**src/rtl/fb_pkg.sv**
```systemverilog
// -----------------------------------------------------------------------------
// fb_pkg
// Shared frame-buffer definitions for the 3D renderer's write side and the VGA
// read side: the on-screen 3D window, the cylinder-pipeline column shift,
// the per-bank depth, the writer state type and the RGB444 packer.
// -----------------------------------------------------------------------------
package fb_pkg;

  // 3D window on the VGA raster; X/Y ends are exclusive.
  localparam int unsigned START_X       = 390;
  localparam int unsigned START_Y       = 390;
  localparam int unsigned END_X         = 634;
  localparam int unsigned END_Y         = 765;

  // Above this vcount the cylinder pipeline delivers pixels CYL_SHIFT columns late.
  localparam int unsigned REGION_DIVIDE = 530;
  localparam int unsigned CYL_SHIFT     = 2;

  // Pixels per bank: 244 x 375 = 91500.
  localparam int unsigned FB_DEPTH      = (END_X - START_X) * (END_Y - START_Y);

  typedef enum logic [0:0] {
    WRITING   = 1'b0,
    WAIT_SWAP = 1'b1
  } fb_state_t;

  // Keeps the top nibble of each 8-bit channel.
  function automatic logic [11:0] pack_rgb444(input logic [3:0] r_hi,
                                              input logic [3:0] g_hi,
                                              input logic [3:0] b_hi);
    return {r_hi, g_hi, b_hi};
  endfunction

endpackage

```
**src/rtl/fb_addr_calc.sv**
```systemverilog
// -----------------------------------------------------------------------------
// fb_addr_calc
// Combinational coordinate-to-address mapping for one frame-buffer bank.
// Subtracts the column shift, checks the coordinate against the 3D window and
// forms the linear pixel address. The read side instantiates it with shift_i=0.
//
// Ports:
//   hcount_i    - raster column tag
//   vcount_i    - raster row tag
//   shift_i     - column offset subtracted from hcount_i
//   h_eff_o     - hcount_i - shift_i (meaningful only when in_window_o)
//   in_window_o - coordinate lies inside the window, with no wrap below zero
//   addr_o      - pixel address inside the bank (meaningful only when in_window_o)
// -----------------------------------------------------------------------------
module fb_addr_calc #(
  parameter int unsigned START_X = fb_pkg::START_X,
  parameter int unsigned START_Y = fb_pkg::START_Y,
  parameter int unsigned END_X   = fb_pkg::END_X,
  parameter int unsigned END_Y   = fb_pkg::END_Y,
  parameter int unsigned ADDR_W  = 17
) (
  input  logic [10:0]       hcount_i,
  input  logic [9:0]        vcount_i,
  input  logic [10:0]       shift_i,
  output logic [10:0]       h_eff_o,
  output logic              in_window_o,
  output logic [ADDR_W-1:0] addr_o
);

  logic              h_under;
  logic [ADDR_W-1:0] h_off;
  logic [ADDR_W-1:0] v_off;

  // A column left of the shift would wrap to a huge h_eff; treat it as outside.
  assign h_under = hcount_i < shift_i;
  assign h_eff_o = hcount_i - shift_i;

  assign in_window_o = !h_under
                    && (h_eff_o  >= 11'(START_X)) && (h_eff_o  < 11'(END_X))
                    && (vcount_i >= 10'(START_Y)) && (vcount_i < 10'(END_Y));

  // Arithmetic modulo 2^ADDR_W yields the same low bits as the wider
  // unsigned form, and every in-window address fits in ADDR_W bits.
  assign h_off  = ADDR_W'(h_eff_o)  - ADDR_W'(START_X);
  assign v_off  = ADDR_W'(vcount_i) - ADDR_W'(START_Y);
  assign addr_o = h_off + v_off * ADDR_W'(END_X - START_X);

endmodule

```
**src/rtl/fb_stream_writer.sv**
```systemverilog
// -----------------------------------------------------------------------------
// fb_stream_writer
// AXI-stream sink for the renderer's pixel output. Packs each pixel to RGB444,
// maps its hcount/vcount tag to a frame-buffer address and drives port A of a
// double-banked BRAM. After the last window pixel it stops accepting beats
// until the display side requests a bank swap at vsync.
//
// Ports:
//   aclk, aresetn          - clock, synchronous active-low reset
//   pixel_axis_tdata/valid - pixel beat {R,G,B}; pixel_axis_tready back-pressure
//   hcount_in, vcount_in   - raster tag of the current beat
//   swap_req               - single-cycle swap request from the display side
//   ram_we/addr/din        - RAM port A, one cycle after the accepted beat
//   rd_bank                - bank the VGA reader must display
//   frame_done             - pulse when the last window pixel is written
//   oob_err                - sticky: an accepted beat fell outside the window
//   frame_count            - completed-and-swapped frames, wraps at 255
// -----------------------------------------------------------------------------
module fb_stream_writer #(
  parameter int unsigned START_X       = fb_pkg::START_X,
  parameter int unsigned START_Y       = fb_pkg::START_Y,
  parameter int unsigned END_X         = fb_pkg::END_X,
  parameter int unsigned END_Y         = fb_pkg::END_Y,
  parameter int unsigned REGION_DIVIDE = fb_pkg::REGION_DIVIDE,
  parameter int unsigned CYL_SHIFT     = fb_pkg::CYL_SHIFT,
  parameter int unsigned ADDR_W        = 17
) (
  input  logic              aclk,
  input  logic              aresetn,
  input  logic [23:0]       pixel_axis_tdata,
  input  logic              pixel_axis_tvalid,
  output logic              pixel_axis_tready,
  input  logic [10:0]       hcount_in,
  input  logic [9:0]        vcount_in,
  input  logic              swap_req,
  output logic              ram_we,
  output logic [ADDR_W:0]   ram_addr,
  output logic [11:0]       ram_din,
  output logic              rd_bank,
  output logic              frame_done,
  output logic              oob_err,
  output logic [7:0]        frame_count
);

  fb_pkg::fb_state_t state_q, state_d;

  logic              tready_q;
  logic              we_q;
  logic [ADDR_W:0]   addr_q;
  logic [11:0]       din_q;
  logic              wr_bank_q;
  logic              frame_done_q;
  logic              oob_q;
  logic [7:0]        frame_count_q;

  logic [10:0]       shift;
  logic [10:0]       h_eff;
  logic              in_window;
  logic [ADDR_W-1:0] pix_addr;
  logic              accept;
  logic              wr_fire;
  logic              oob_fire;
  logic              at_last;
  logic              last_fire;
  logic              swap_fire;
  logic [11:0]       unused_low_nibbles;

  assign shift = (vcount_in < 10'(REGION_DIVIDE)) ? 11'(CYL_SHIFT) : 11'd0;

  fb_addr_calc #(
    .START_X (START_X),
    .START_Y (START_Y),
    .END_X   (END_X),
    .END_Y   (END_Y),
    .ADDR_W  (ADDR_W)
  ) u_addr_calc (
    .hcount_i    (hcount_in),
    .vcount_i    (vcount_in),
    .shift_i     (shift),
    .h_eff_o     (h_eff),
    .in_window_o (in_window),
    .addr_o      (pix_addr)
  );

  // RGB444 drops the low nibble of every channel.
  assign unused_low_nibbles = {pixel_axis_tdata[19:16], pixel_axis_tdata[11:8],
                               pixel_axis_tdata[3:0]};

  // tready is low outside WRITING, so no beat is ever accepted in WAIT_SWAP.
  assign accept   = pixel_axis_tvalid && tready_q;
  assign wr_fire  = accept && in_window;
  assign oob_fire = accept && !in_window;
  assign at_last  = (h_eff == 11'(END_X - 1)) && (vcount_in == 10'(END_Y - 1));

  // NOTE: every signal driven here gets a default first so no path leaves it
  // unassigned; otherwise synthesis infers a latch to hold the old value.
  always_comb begin
    state_d   = state_q;
    last_fire = 1'b0;
    swap_fire = 1'b0;
    case (state_q)
      fb_pkg::WRITING: begin
        // swap_req is deliberately ignored here, including on the last-pixel cycle.
        if (wr_fire && at_last) begin
          last_fire = 1'b1;
          state_d   = fb_pkg::WAIT_SWAP;
        end
      end
      fb_pkg::WAIT_SWAP: begin
        if (swap_req) begin
          swap_fire = 1'b1;
          state_d   = fb_pkg::WRITING;
        end
      end
      default: state_d = fb_pkg::WRITING;
    endcase
  end

  // NOTE: registers are assigned with <= so every flop samples the values from
  // before the edge; blocking = here would let later lines see updated state.
  always_ff @(posedge aclk) begin
    if (!aresetn) begin
      state_q       <= fb_pkg::WRITING;
      tready_q      <= 1'b0;
      we_q          <= 1'b0;
      addr_q        <= '0;
      din_q         <= '0;
      wr_bank_q     <= 1'b0;
      frame_done_q  <= 1'b0;
      oob_q         <= 1'b0;
      frame_count_q <= '0;
    end else begin
      state_q      <= state_d;
      // Registered from the next state so tready drops on the same cycle the
      // FSM enters WAIT_SWAP and rises on the cycle it returns to WRITING.
      tready_q     <= (state_d == fb_pkg::WRITING);
      we_q         <= wr_fire;
      frame_done_q <= last_fire;
      oob_q        <= oob_q | oob_fire;
      if (wr_fire) begin
        addr_q <= {wr_bank_q, pix_addr};
        din_q  <= fb_pkg::pack_rgb444(pixel_axis_tdata[23:20],
                                      pixel_axis_tdata[15:12],
                                      pixel_axis_tdata[7:4]);
      end
      if (swap_fire) begin
        wr_bank_q     <= ~wr_bank_q;
        frame_count_q <= frame_count_q + 8'd1;
      end
    end
  end

  assign pixel_axis_tready = tready_q;
  assign ram_we            = we_q;
  assign ram_addr          = addr_q;
  assign ram_din           = din_q;
  // The reader always shows the bank the writer is not filling.
  assign rd_bank           = ~wr_bank_q;
  assign frame_done        = frame_done_q;
  assign oob_err           = oob_q;
  assign frame_count       = frame_count_q;

endmodule

```
**config.mk**
```make
export PLATFORM = sky130hd
export DESIGN_NAME = fb_stream_writer
export DESIGN_NICKNAME = d
export VERILOG_FILES = /design/src/rtl/fb_pkg.sv /design/src/rtl/fb_addr_calc.sv /design/src/rtl/fb_stream_writer.sv
export SDC_FILE = /design/constraint.sdc
export NUM_CORES = 1
export LEC_CHECK = 0
export BUFFER_PORTS_ARGS = -buffer_cell sky130_fd_sc_hd__clkbuf_2
export CORE_ASPECT_RATIO = 1.75
export CORE_UTILIZATION = 26
export DETAILED_ROUTE_END_ITERATION = 8
export PLACE_DENSITY = 0.52
export SLEW_MARGIN = 20
export SYNTH_ARGS = -nofsm -noshare
export SYNTH_HDL_FRONTEND = slang
export SYNTH_SLANG_ARGS = --single-unit
```
**constraint.sdc**
```tcl
create_clock -name aclk -period 5.6 [get_ports aclk]
set_input_delay 0.56 -clock aclk [delete_from_list [all_inputs] [get_ports aclk]]
set_output_delay 0.56 -clock aclk [all_outputs]
set_load 0.05 [all_outputs]
```
# Word level (Yosys, flattened, before mapping)

Index checks and enable logic that the tools add are counted.

Flip-flop bits (word level): 44
Bits of input ports: 49
Output and inout bits: 43
Logic and storage cells: 46

Add/sub/neg operators: 5
Multipliers: 1
Order comparisons: 6
Equality and inequality tests: 2
Muxes and demuxes: 6
Bitwise gates (word level): 5
Reduce and logical (&&, ||, !) cells: 12

Operator list:

| kind                                                                    | count |
|---|---|
| 10-bit < comparator (second input constant)                             | 2 |
| 17-bit adder                                                            | 1 |
| 17-bit by 6-bit multiplier with 15-bit output (second input constant)   | 1 |
| 11-bit by 9-bit subtractor with 12-bit output (second input constant)   | 1 |
| 11-bit by 10-bit == test with 1-bit output (second input constant)      | 1 |
| 11-bit by 9-bit >= comparator with 1-bit output (second input constant) | 1 |
| 11-bit by 10-bit < comparator with 1-bit output (second input constant) | 1 |
| 11-bit by 2-bit < comparator with 1-bit output                          | 1 |
| 10-bit by 9-bit subtractor with 11-bit output (second input constant)   | 1 |
| 11-bit by 2-bit subtractor with 11-bit output                           | 1 |
| 10-bit == test (second input constant)                                  | 1 |
| 10-bit by 9-bit >= comparator with 1-bit output (second input constant) | 1 |
| 1-bit logical AND                                                       | 9 |
| 8-bit by 1-bit adder with 8-bit output (second input constant)          | 1 |
| 1-bit two-way mux                                                       | 4 |
| 1-bit inverter                                                          | 4 |
| 1-bit logical NOT                                                       | 2 |
| 2-bit two-way mux                                                       | 1 |
| 1-bit case mux with 2 select lines                                      | 1 |
| 2-bit OR reduction                                                      | 1 |
| 1-bit OR                                                                | 1 |

# Logic depth before layout (Yosys ltp)

Gate-level depths: netlist of run 1.

Depth after elaboration: 13
Mapped depth: 24
Depth with buffers taken out: 23

# Cells and area by module

A second synthesis of run 1 with hierarchy kept.

Cell total of the unflattened synthesis: 590
Area total of the unflattened synthesis: 4,682.0 um^2

Modules (own cells, without submodules):

| module           | instances | cells each | area an instance (um^2) | sequential area each (um^2) |
|---|---|---|---|---|
| fb_addr_calc     | 1         | 386        | 3,004.1                 | 0.0 |
| fb_stream_writer | 1         | 204        | 1,677.9                 | 880.8 |

# Worst setup path after synthesis of run 1

Ideal clock, no wire load.

Path kind: input port to flip-flop
Start: input port vcount_in[3]
End: register addr_q[16], in the netlist ram_addr[16]
Setup time: 70 ps
Arrival time: 5,161 ps
Required time: 5,530 ps
Slack: 369 ps
Cell stages on the path: 23
Path buffers: 1
Cell sequence: clkbuf_1 > a21oi_1 > nor3b_1 > nand2b_1 > nand2_1 > xnor2_1 > ha_1 > fa_1 > inv_1 > fa_1 > inv_1 > ha_1 > a21oi_1 > o21ai_0 > a21o_1 > a21oi_1 > xnor2_1 > ha_1 > or3_1 > o21ai_0 > a21oi_1 > xor2_1 > a21oi_1

Longest elaborated chain between the ends: 9
Elaborated cells between the ends (all ways): 18
Classes of those cells: add/sub: 4; mul: 1; order compare: 6; mux: 1; reduce/logical: 6

Ends and longest elaborated chain:

| item                                                                                  | line                    | text |
|---|---|---|
| start: declaration                                                                    | fb_stream_writer.sv:34  | `input logic [9:0] vcount_in,` |
| branches (longest 9 deep; another with 17-bit by 6-bit multiplier with 15-bit output) | -                       |  |
| end signal: assignment                                                                | fb_stream_writer.sv:141 | `addr_q <= {wr_bank_q, pix_addr};` |
| end: declaration                                                                      | fb_stream_writer.sv:49  | `logic [ADDR_W:0] addr_q;` |

Parallel ways; which one is timed is not known.
A chain may end at the register's enable or synchronous reset.

# Worst setup path in the final report of run 1

Start: input port vcount_in[2]
End: register addr_q[16], in the netlist ram_addr[16]

The elaborated chain is that of the path after synthesis.

==> key figures, run 1 <==
Finish
  – Post-layout util: 0.3187
  – Nets@finish: 736
  – Area delta synth->final: 19.14%
  – Post-route cell area: 0.005451 mm²
  – Layout cell share with drive strength beyond 1: 0.1942
  – Diode count: 0

Clocking
  – Post-CTS setup buffers: 0
  – Root buffer cell: clkbuf_16
  – CTS-repair resized insts: 0
  – CTS Hold Bufs: 0
  – Reg clk slew, reported paths: 0.06 ns
  – CTS max path bufs: 2
  – H-tree depth: 2
  – Skew-Pair Late Insertion Delay: 0.28 ns
  – TritonCTS clock tree: yes
  – Cts bufs inserted: 5
  – Clock sinks: 44

Logic synthesis
  – Synthesized area: 0.004576 mm²
  – #FFs+latches synth: 44
  – Synth area leader: dfxtp_1
  – Fraction of registers with async set/reset: 0
  – Yosys top cell area share: 0.1925
  – Post-Syn Instances: 532
  – YS warnings: 0
  – Total nets after synthesis: 646
  – Count leader, synth: inv_1
  – Mean Syn Cell Area: 8.601 µm²
  – Distinct cells, synth: 61
  – Post-synth top cells: 63 x inv_1, 45 x ha_1, 44 x dfxtp_1
  – Post-synth EDFFs: 0
  – Synth area leaders: dfxtp_1 19%, ha_1 12%, fa_1 8.8%, xnor2_1 7.3%, mux2i_1 6.3%
  – Register area share after synthesis: 0.1925
  – Ys flop type: dfxtp_1

Place
  – IO buf count: 79
  – Placed cell area: 0.005301 mm²
  – Final RePlAce weighted congestion: 0.7998
  – Post-DP HPWL: 8.907 mm

STA
  – Final Cycle Share: 0.9021
  – Max Slew Vio Count: 0
  – Worst-margin pin slew: 0.6838 ns
  – Final Hold Fails: 0
  – Fin crit period: 5.052 ns
  – Clock skew: 0.005327 ns
  – Total negative slack: 0 ns
  – Setup violators final: 0
  – Relative slew slack: 0.5441
  – Fmax: 0.1979 GHz
  – Hold WS: 0.4719 ns
  – RSZ-0062 raised after global routing: false

Setup path
  – Cell Chain, Critical Path: clkbuf_2 > ha_1 > nor3_1 > xor2_1 > buf_4 > maj3_1 > fa_1 > inv_1 > fa_1 > inv_1 > ha_1 > or2_2 > a21oi_1 > a21oi_1 > a21oi_1 > xnor2_1 > ha_1 > or3_1 > o21ai_0 > a21oi_1 > xor2_1 > a21oi_1
  – Crit path top cell by count: a21oi_1
  – Worst path slowest cell: fa_1
  – Crit end category: flop
  – Peak fanout along the critical path: 6
  – Critical path type: in2reg
  – Worst setup SP type: input port
  – Critical path's largest stage delay: 0.52 ns
  – WP data required: 5.82 ns
  – Crit-path leading delay family: adder cells
  – Worst endpoint data arrival time: 5.27 ns
  – CP Buf/Inv Count: 4

Die
  – Chip height: 177.5 µm
  – Die area: 0.01815 mm²
  – Rows: 63
  – Core ar.: 0.01711 mm²
  – Die width: 102.3 µm
  – IO Pins: 92
  – Effective utilization at floorplan: 0.2675

GRT
  – Pin count of the biggest net entering global routing: 45
  – Initial antenna violation count: 0
  – GRT Overall Usage: 0.1164
  – Number of global-route vias before repair: 3641
  – Grt total ovfl: 0
  – First-pass GRT wire length: 16.75 mm

Route
  – Drt total wl: 10.24 mm
  – Routed WL per cell: 12.04 µm
  – Detailed-route via count: 3728
  – DR vias/cell: 4.386
  – First DRT Iteration DRCs: 96
  – DRC errors left: 0
  – Final ANT Viol Nets: 0
  – DRT Pass-1 Iters: 4

Power and ir drop
  – Total Power: 0.002577 W
  – Pwr Density: 472.8 mW/mm²
  – Max rail drop VDD: 0.2040 mV
  – Lkg Pwr: 2.455 nW

Flow run
  – Max-Cap Viols: 0

Run status
  – Run status: finished, final reports clean

Worst hold path
  – HP Class: reg2reg
==> layer usage <==
layer / track usage / vias up / share of wire
met1: 0.1143 / 1683 / 0.39
met5: 0 / - / 0
li1: - / 1972 / -
met4: 0.04226 / 0 / 0.023
met3: 0.01182 / 11 / 0.027
met2: 0.2391 / 62 / 0.56
==> path summary, 6_finish.rpt <==
check	to	startpoint	slack, ns	cells after the start
worst max-delay path	ram_addr[16]$_SDFFE_PN0P_	vcount_in[2]	0.55	22
worst min-delay path	oob_err$_SDFF_PN0_	oob_err$_SDFF_PN0_	0.47	1
worst max register to register	frame_count[7]$_SDFFE_PN0P_	state_q$_SDFF_PN0_	4.10	4
worst min register to register	oob_err$_SDFF_PN0_	oob_err$_SDFF_PN0_	0.47	1
==> through the flow <==
step	setup WS, ns	instances
after floorplan	0.3689	532
after global placement	0.2450	842
after detailed placement	0.2006	842
after CTS	0.4887	850
after global routing	0.1239	850
final	0.5482	850
==> cells in the final DEF (no fill, tap or decap), types with 22 or more instances in the layout <==
cell,count
dfxtp_1,44
inv_1,63
xor2_1,27
mux2i_1,29
xnor2_1,38
nand2_1,30
buf_4,22
nor2_1,22
nor2b_1,36
ha_1,45
clkbuf_2,79
==> flip-flops by register name, indices dropped and copies added, names as in the netlist <==
name	cells
ram_din	12
pixel_axis_tready	1
ram_we	1
frame_done	1
state_q	1
ram_addr	18
wr_bank_q	1
frame_count	8
oob_err	1
==> layout make-up <==
cell class                 instances  area [µm²]
fill                            1819       11650
inverter                          63       236.5
timing repair buffer             102       580.6
sequential                        44       880.8
clock buffer                       7       142.6
clock inverter                     1       7.507
multi-input combinational        406        3319
tap                              227       284.0
==> where the power goes <==
part	total (W)	switching [W]	internal [W]
Combinational	0.00196	0.00101	0.000951
Clock	0.000294	0.000117	0.000178
Sequential	0.000321	0.00000273	0.000318
==> worst reg2reg max path, cell delays in order, from the launching register on <==
cell,delay [ns]
dfxtp_1,0.39
nand2_1,0.19
or4_1,0.53
xnor2_1,0.14
and2_1,0.14
==> kinds of logic (layout without fill, tap and decap cells) <==
| group | count (synthesis) | in the layout | synth area share |
|---|---|---|---|
| muxes | 30 | 30 | 0.06590 |
| buffers and inverters | 82 | 173 | 0.08231 |
| AOI/OAI and AO/OA | 82 | 82 | 0.1255 |
| xor gates and xnor gates | 65 | 65 | 0.1244 |
| and+or+nand+nor | 161 | 161 | 0.1922 |
| adders and majority gates | 68 | 68 | 0.2171 |
| DFF | 44 | 44 | 0.1925 |
No activity file was read; power rests on OpenSTA's default activity.
==> inputs of run 2 (changes only) <==
Settings changed: RECOVER_POWER from default to 25.
==> key figures, run 2 (synthesis results as in run 1) <==
Setup path
  – Crit path top cell by count: a21oi_1
  – Critical path type: in2reg
  – Worst setup SP type: input port
  – Peak fanout along the critical path: 6 (unchanged)
  – Crit path from: vcount_in[2]
  – Crit end category: flop
  – RR Startpoint: state_q$_SDFF_PN0_
  – Cell Chain, Critical Path: clkbuf_2 > ha_1 > nor3_1 > xor2_1 > buf_4 > maj3_1 > fa_1 > inv_1 > fa_1 > inv_1 > ha_1 > or2_2 > a21oi_1 > a21oi_1 > a21oi_1 > xnor2_1 > ha_1 > or3_1 > o21ai_0 > a21oi_1 > xor2_1 > a21oi_1
  – Worst path slowest cell: fa_1
  – R2r worst-path depth: 4 (unchanged)
  – Worst endpoint data arrival time: 5.27 ns (about the same)
  – WP data required: 5.81 ns (about the same)
  – Critical path's largest stage delay: 0.52 ns (about the same)

STA
  – Worst-margin pin slew: 1.481 ns (+0.7972 ns)
  – Clock skew: 0.005220 ns (-0.0001066 ns)
  – RSZ-0062 raised after global routing: false
  – Fin crit period: 5.054 ns (+0.002704 ns)
  – Relative slew slack: 0.01263 (-0.5315)
  – Max Slew Vio Count: 0 (unchanged)
  – Final Hold Fails: 0 (unchanged)
  – Setup violators final: 0 (unchanged)
  – Final Cycle Share: 0.9026 (about the same)
  – Total negative slack: 0 ns (unchanged)
  – Fmax: 0.1978 GHz (about the same)

Clocking
  – CTS max path bufs: 2 (unchanged)
  – H-tree depth: 2 (unchanged)
  – TritonCTS clock tree: yes
  – Clock sinks: 44 (unchanged)
  – Cts bufs inserted: 5 (unchanged)
  – CTS-repair resized insts: 0 (unchanged)
  – CTS Hold Bufs: 0 (unchanged)
  – Post-CTS setup buffers: 0 (unchanged)
  – Reg clk slew, reported paths: 0.06 ns (about the same)
  – Skew-Pair Late Insertion Delay: 0.28 ns (about the same)
  – Root buffer cell: clkbuf_16

Power and ir drop
  – Sw frac: 0.4387 (about the same)
  – Pwr Density: 474.1 mW/mm² (+0.28%)
  – Combinational power share: 0.761 (about the same)
  – Max rail drop VDD: 0.2039 mV (about the same)
  – P_int: 0.001446 W (about the same)
  – Part of the power in registers: 0.124 (about the same)
  – Lkg Pwr: 2.405 nW (-2.0%)
  – P_sw: 0.001130 W (about the same)
  – Clk pwr share: 0.114 (about the same)

Die
  – Rows: 63 (unchanged)
  – Die width: 102.3 µm (unchanged)
  – Die area: 0.01815 mm² (unchanged)
  – IO Pins: 92 (unchanged)
  – Core ar.: 0.01711 mm² (unchanged)
  – Effective utilization at floorplan: 0.2675 (unchanged)
  – Chip height: 177.5 µm (unchanged)

Place
  – Placed cells: 842 (unchanged)
  – Final RePlAce weighted congestion: 0.7998 (unchanged)
  – Placed cell area: 0.005301 mm² (unchanged)
  – Post-DP HPWL: 8.907 mm (unchanged)
  – IO buf count: 79 (unchanged)

Worst hold path
  – Min-delay src: oob_err$_SDFF_PN0_
  – Hold path depth: 1 (unchanged)
  – HP Class: reg2reg

Run status
  – Run status: finished, final reports clean

Finish
  – Nets@finish: 736 (unchanged)
  – Area delta synth->final: 18.76%
  – Fillers: 1828 (+0.49%)
  – Largest register FFs: 18 (unchanged)
  – Layout cell share with drive strength beyond 1: 0.1717 (-0.02247)
  – Post-Layout Cell Count: 850 (unchanged)
  – Post-route cell area: 0.005434 mm² (-0.32%)
  – Most common cell after layout, fill and taps aside: clkbuf_2
  – Diode count: 0 (unchanged)
  – Most frequent cells in the layout: 65 x clkbuf_2, 63 x inv_1, 45 x ha_1

Route
  – First DRT Iteration DRCs: 112 (+17%)
  – DR vias/cell: 4.373 (-0.30%)
  – DRT Pass-1 Iters: 4 (unchanged)
  – Drt total wl: 10.26 mm (+0.20%)
  – Detailed-route via count: 3717 (-0.30%)
  – DRC errors left: 0 (unchanged)
  – Routed WL per cell: 12.07 µm (+0.20%)
  – Final ANT Viol Nets: 0 (unchanged)

GRT
  – GRT Overall Usage: 0.1164 (unchanged)
  – First-pass GRT wire length: 16.75 mm (unchanged)
  – Number of global-route vias before repair: 3641 (unchanged)
  – Pin count of the biggest net entering global routing: 45 (unchanged)
  – Initial antenna violation count: 0 (unchanged)
  – Grt total ovfl: 0 (unchanged)

Flow run
  – Max-Cap Viols: 0 (unchanged)
run 2: cell counts in the layout (fill, tap and decap cells not counted):
No cell type changed its count.
run 2: area by class of cell:
cell class,instances,area [µm²],share of cell area
Inverter,63,236.5,0.04352
Sequential cell,44,880.8,0.1621
Multi-Input combinational cell,406,3319,0.6109
Tap cell,227,284.0,0.05227
Timing Repair Buffer,102,563.0,0.1036
Clock buffer,7,142.6,0.02625
Clock inverter,1,7.507,0.001382
run 2: metal layers:
metal	global-route usage	routed length, µm	vias to the layer above
met5	0	0	-
met4	0.04226	229	0
met3	0.01182	295	9
met2	0.2391	5787	63
met1	0.1143	3946	1675
li1	-	-	1970
run 2: worst max-delay path: cells and delay by family:
| kind | cells | cell delay [ns] |
|---|---|---|
| xor gates and xnor gates | 3 | 0.48 |
| AOI/OAI and AO/OA | 6 | 0.69 |
| adders and majority gates | 6 | 2.21 |
| and+or+nand+nor | 3 | 0.89 |
| buffers and inverters | 4 | 0.43 |
run 2: stage by stage:
| stage | utilization | setup WS, ns | hold WS (ns) | power [W] |
|---|---|---|---|---|
| floorplan | - | 0.3689 | 0.5278 | 0.001895 |
| global placement | 0.3099 | 0.2450 | 0.4502 | 0.002304 |
| detailed placement | 0.3099 | 0.2006 | 0.4623 | 0.002321 |
| CTS | 0.3187 | 0.4887 | 0.4777 | 0.002633 |
| global route | 0.3177 | 0.1191 | 0.4949 | 0.002884 |
| finish | 0.3177 | 0.5455 | 0.4719 | 0.002576 |
run 2: final timing paths:
check	slack (ns)	to
setup / recovery	0.55	ram_addr[16]$_SDFFE_PN0P_
hold / removal	0.47	oob_err$_SDFF_PN0_
setup reg to reg	4.11	frame_count[7]$_SDFFE_PN0P_
hold reg to reg	0.47	oob_err$_SDFF_PN0_
run 2: power groups by stage:
stage	sequential, W	combinational [W]	clock [W]
6_report	0.000321	0.00196	0.000294
5_1_grt	0.000321	0.00224	0.000321
4_1_cts	0.000321	0.00200	0.000308
3_5_place_dp	0.000328	0.00199	0
3_3_place_gp	0.000328	0.00198	0
2_1_floorplan	0.000344	0.00155	0
==> inputs of run 3 (changes only) <==
Settings changed: SYNTH_HIERARCHICAL from default to 1.
==> key figures, run 3 <==
Place
  – Dpl ws: -0.07742 ns (-0.2781 ns)
  – Post-DP HPWL: 9.582 mm (+7.6%)
  – Final RePlAce weighted congestion: 0.7728 (-3.4%)
  – Placed cells: 962 (+14%)
  – Placed cell area: 0.005874 mm² (+11%)
  – IO buf count: 79 (unchanged)

Logic synthesis
  – YS warnings: 6 (+6)
  – Ys flop type: dfxtp_1
  – Mean Syn Cell Area: 7.936 µm² (-7.7%)
  – Distinct cells, synth: 68 (+11%)
  – Post-synth top cells: 82 x inv_1, 82 x nand2_1, 59 x a21oi_1
  – Yosys top cell area share: 0.1881 (-0.004373)
  – #FFs+latches synth: 44 (unchanged)
  – Post-Syn Instances: 590 (+11%)
  – Register area share after synthesis: 0.1881 (-0.004373)
  – Fraction of registers with async set/reset: 0 (unchanged)
  – Synth area leaders: dfxtp_1 19%, ha_1 15%, fa_1 9.0%, xnor2_1 8.2%, inv_1 6.6%
  – Synthesized area: 0.004682 mm² (+2.3%)
  – Post-synth EDFFs: 0 (unchanged)
  – Synth area leader: dfxtp_1

Setup path
  – WP data required: 5.82 ns (about the same)
  – RR Startpoint: state_q$_SDFF_PN0_
  – Worst endpoint data arrival time: 5.50 ns (+0.23 ns)
  – R2r worst-path depth: 3 (-1)
  – Worst setup SP type: input port
  – Crit end category: flop
  – Critical path type: in2reg
  – Crit path from: vcount_in[5]
  – Reg2reg end: frame_count[5]$_SDFFE_PN0P_
  – Peak fanout along the critical path: 5 (-1)
  – Reg-to-reg setup timing slack: 4.10 ns (about the same)
  – Critical path endpoint: ram_addr[15]$_SDFFE_PN0P_

Clocking
  – Cts bufs inserted: 5 (unchanged)
  – H-tree depth: 2 (unchanged)
  – Skew-Pair Late Insertion Delay: 0.29 ns (about the same)
  – CTS max path bufs: 2 (unchanged)
  – CTS Hold Bufs: 0 (unchanged)
  – Root buffer cell: clkbuf_16
  – Reg clk slew, reported paths: 0.06 ns (about the same)
  – TritonCTS clock tree: yes
  – Clock sinks: 44 (unchanged)

Worst hold path
  – HP Class: reg2reg

STA
  – Final Hold Fails: 0 (unchanged)
  – RSZ-0062 raised after global routing: false
  – Clock skew: 0.003274 ns (-0.001946 ns)
  – Fmax: 0.1892 GHz (-4.4%)
  – Max Slew Vio Count: 0 (unchanged)
  – Fin crit period: 5.286 ns (+0.2319 ns)
  – Relative slew slack: 0.5745 (+0.5618)
  – Final worst setup slack: 0.3136 ns (-0.2319 ns)
  – Final Cycle Share: 0.9440 (+0.04141)
  – Setup violators final: 0 (unchanged)
  – Worst-margin pin slew: 0.6337 ns (-0.8473 ns)

Route
  – Detailed-route via count: 4307 (+16%)
  – DRT Pass-1 Iters: 4 (unchanged)
  – Drt total wl: 11.22 mm (+9.3%)
  – DR vias/cell: 4.436 (+1.4%)
  – First DRT Iteration DRCs: 80 (-29%)
  – Routed WL per cell: 11.55 µm (-4.3%)
  – Final ANT Viol Nets: 0 (unchanged)
  – DRC errors left: 0 (unchanged)

Die
  – Die area: 0.01857 mm² (+2.3%)
  – Effective utilization at floorplan: 0.2670 (-0.0005200)
  – IO Pins: 92 (unchanged)
  – Core ar.: 0.01754 mm² (+2.5%)
  – Die width: 103.4 µm (+1.1%)
  – Rows: 64 (+1.6%)
  – Chip height: 179.5 µm (+1.1%)

Finish
  – Diode count: 0 (unchanged)
  – Post-Layout Cell Count: 971 (+14%)
  – Largest register FFs: 18 (unchanged)
  – Most frequent cells in the layout: 82 x inv_1, 82 x nand2_1, 70 x buf_4
  – Post-route cell area: 0.006081 mm² (+12%)
  – Nets@finish: 864 (+17%)
  – Post-layout util: 0.3467 (+0.02907)
  – Layout cell share with drive strength beyond 1: 0.2243 (+0.05257)
  – Area delta synth->final: 29.88%

GRT
  – Pin count of the biggest net entering global routing: 28 (-38%)
  – Grt total ovfl: 0 (unchanged)
  – GRT Overall Usage: 0.1231 (+0.006681)
  – Initial antenna violation count: 0 (unchanged)
  – First-pass GRT wire length: 18.40 mm (+9.8%)
  – Number of global-route vias before repair: 4146 (+14%)

Power and ir drop
  – Lkg Pwr: 2.750 nW (+14%)
  – Total Power: 0.003226 W (+25%)
  – Max rail drop VDD: 0.2457 mV (+20%)
  – Pwr Density: 530.5 mW/mm² (+12%)

Run status
  – Run status: finished, final reports clean

Flow run
  – Max-Cap Viols: 0 (unchanged)
## run 3: cell types whose count changed in the layout (fill, tap and decap cells not counted), sizes merged, moves of 6 or more
cell	before	now
and2	13	1
conb	0	10
ha	45	55
xor2	27	18
buf	23	70
inv	63	82
xnor2	38	44
a21oi	21	59
mux2i	29	2
nand2	30	82
nor2b	36	5
## run 3: area by class of cell
class                      instances  area [µm²]
timing repair buffer             149       902.1
clock buffer                       7       142.6
fill                            1892       11460
clock inverter                     1       7.507
multi-input combinational        456        3547
sequential                        44       880.8
inverter                          83       311.5
tap                              231       289.0
## run 3: worst min path at each step
stage                                endpoint                 startpoint  slack, ns  cells after the start
global route        ram_addr[14]$_SDFFE_PN0P_  ram_addr[14]$_SDFFE_PN0P_       0.48                      2
detailed placement  ram_addr[14]$_SDFFE_PN0P_  ram_addr[14]$_SDFFE_PN0P_       0.45                      2
floorplan           ram_addr[17]$_SDFFE_PN0P_     wr_bank_q$_SDFFE_PN0P_       0.43                      2
finish              ram_addr[14]$_SDFFE_PN0P_  ram_addr[14]$_SDFFE_PN0P_       0.45                      2
CTS                 ram_addr[14]$_SDFFE_PN0P_  ram_addr[14]$_SDFFE_PN0P_       0.46                      2
global placement      ram_din[0]$_SDFFE_PN0P_    ram_din[0]$_SDFFE_PN0P_       0.44                      2
## run 3: repair_timing
action,CTS,global route
gates resized for setup,0,15
setup endpoints to repair,0,2
setup buffers,0,1
## run 3: worst max-delay path: stages
cell and delay, ns:
clkbuf_2 0.09, or4_1 0.52, o21ai_1 0.19, inv_1 0.10, fa_1 0.44, buf_4 0.15
xor2_1 0.45, ha_1 0.32, nor4_4 0.07, a211oi_1 0.52, xnor2_1 0.18, ha_1 0.35
nand3_1 0.10, nand2_1 0.08, a2111oi_2 0.32, a21oi_1 0.08, o41ai_2 0.07, or4b_2 0.61
o211ai_1 0.11, nand2_1 0.07, a21oi_1 0.12
## run 3: where the power goes
part,total (W),switching (W),internal (W)
clock network,0.000299,0.000121,0.000178
registers,0.000319,0.00000203,0.000317
logic,0.00261,0.00125,0.00136
## run 3: per-stage QoR
step / TNS (ns) / hold slack, ns
final: 0 / 0.4530
after global routing: 0 / 0.4765
after CTS: 0 / 0.4561
after detailed placement: -0.08906 / 0.4479
after global placement: -0.04574 / 0.4414
after floorplan: 0 / 0.4319
## run 3: logic make-up after synthesis
logic type      after synthesis  share of synthesized area
compound gates              130                     0.1769
xor+xnor                     63                     0.1224
flops                        44                     0.1881
mux                           3                   0.006681
buf+inv                      99                    0.08097
fa+ha+maj                    78                     0.2410
simple gates                172                     0.1831
other cells                   1                  0.0008009
## run 3: per-layer routing
metal | track usage | up-vias | routed length (µm)
li1 | - | 2281 | -
met1 | 0.1328 | 1967 | 4566
met2 | 0.2408 | 52 | 6180
met3 | 0.008554 | 7 | 315
met4 | 0.04056 | 0 | 155
met5 | 0 | - | 0
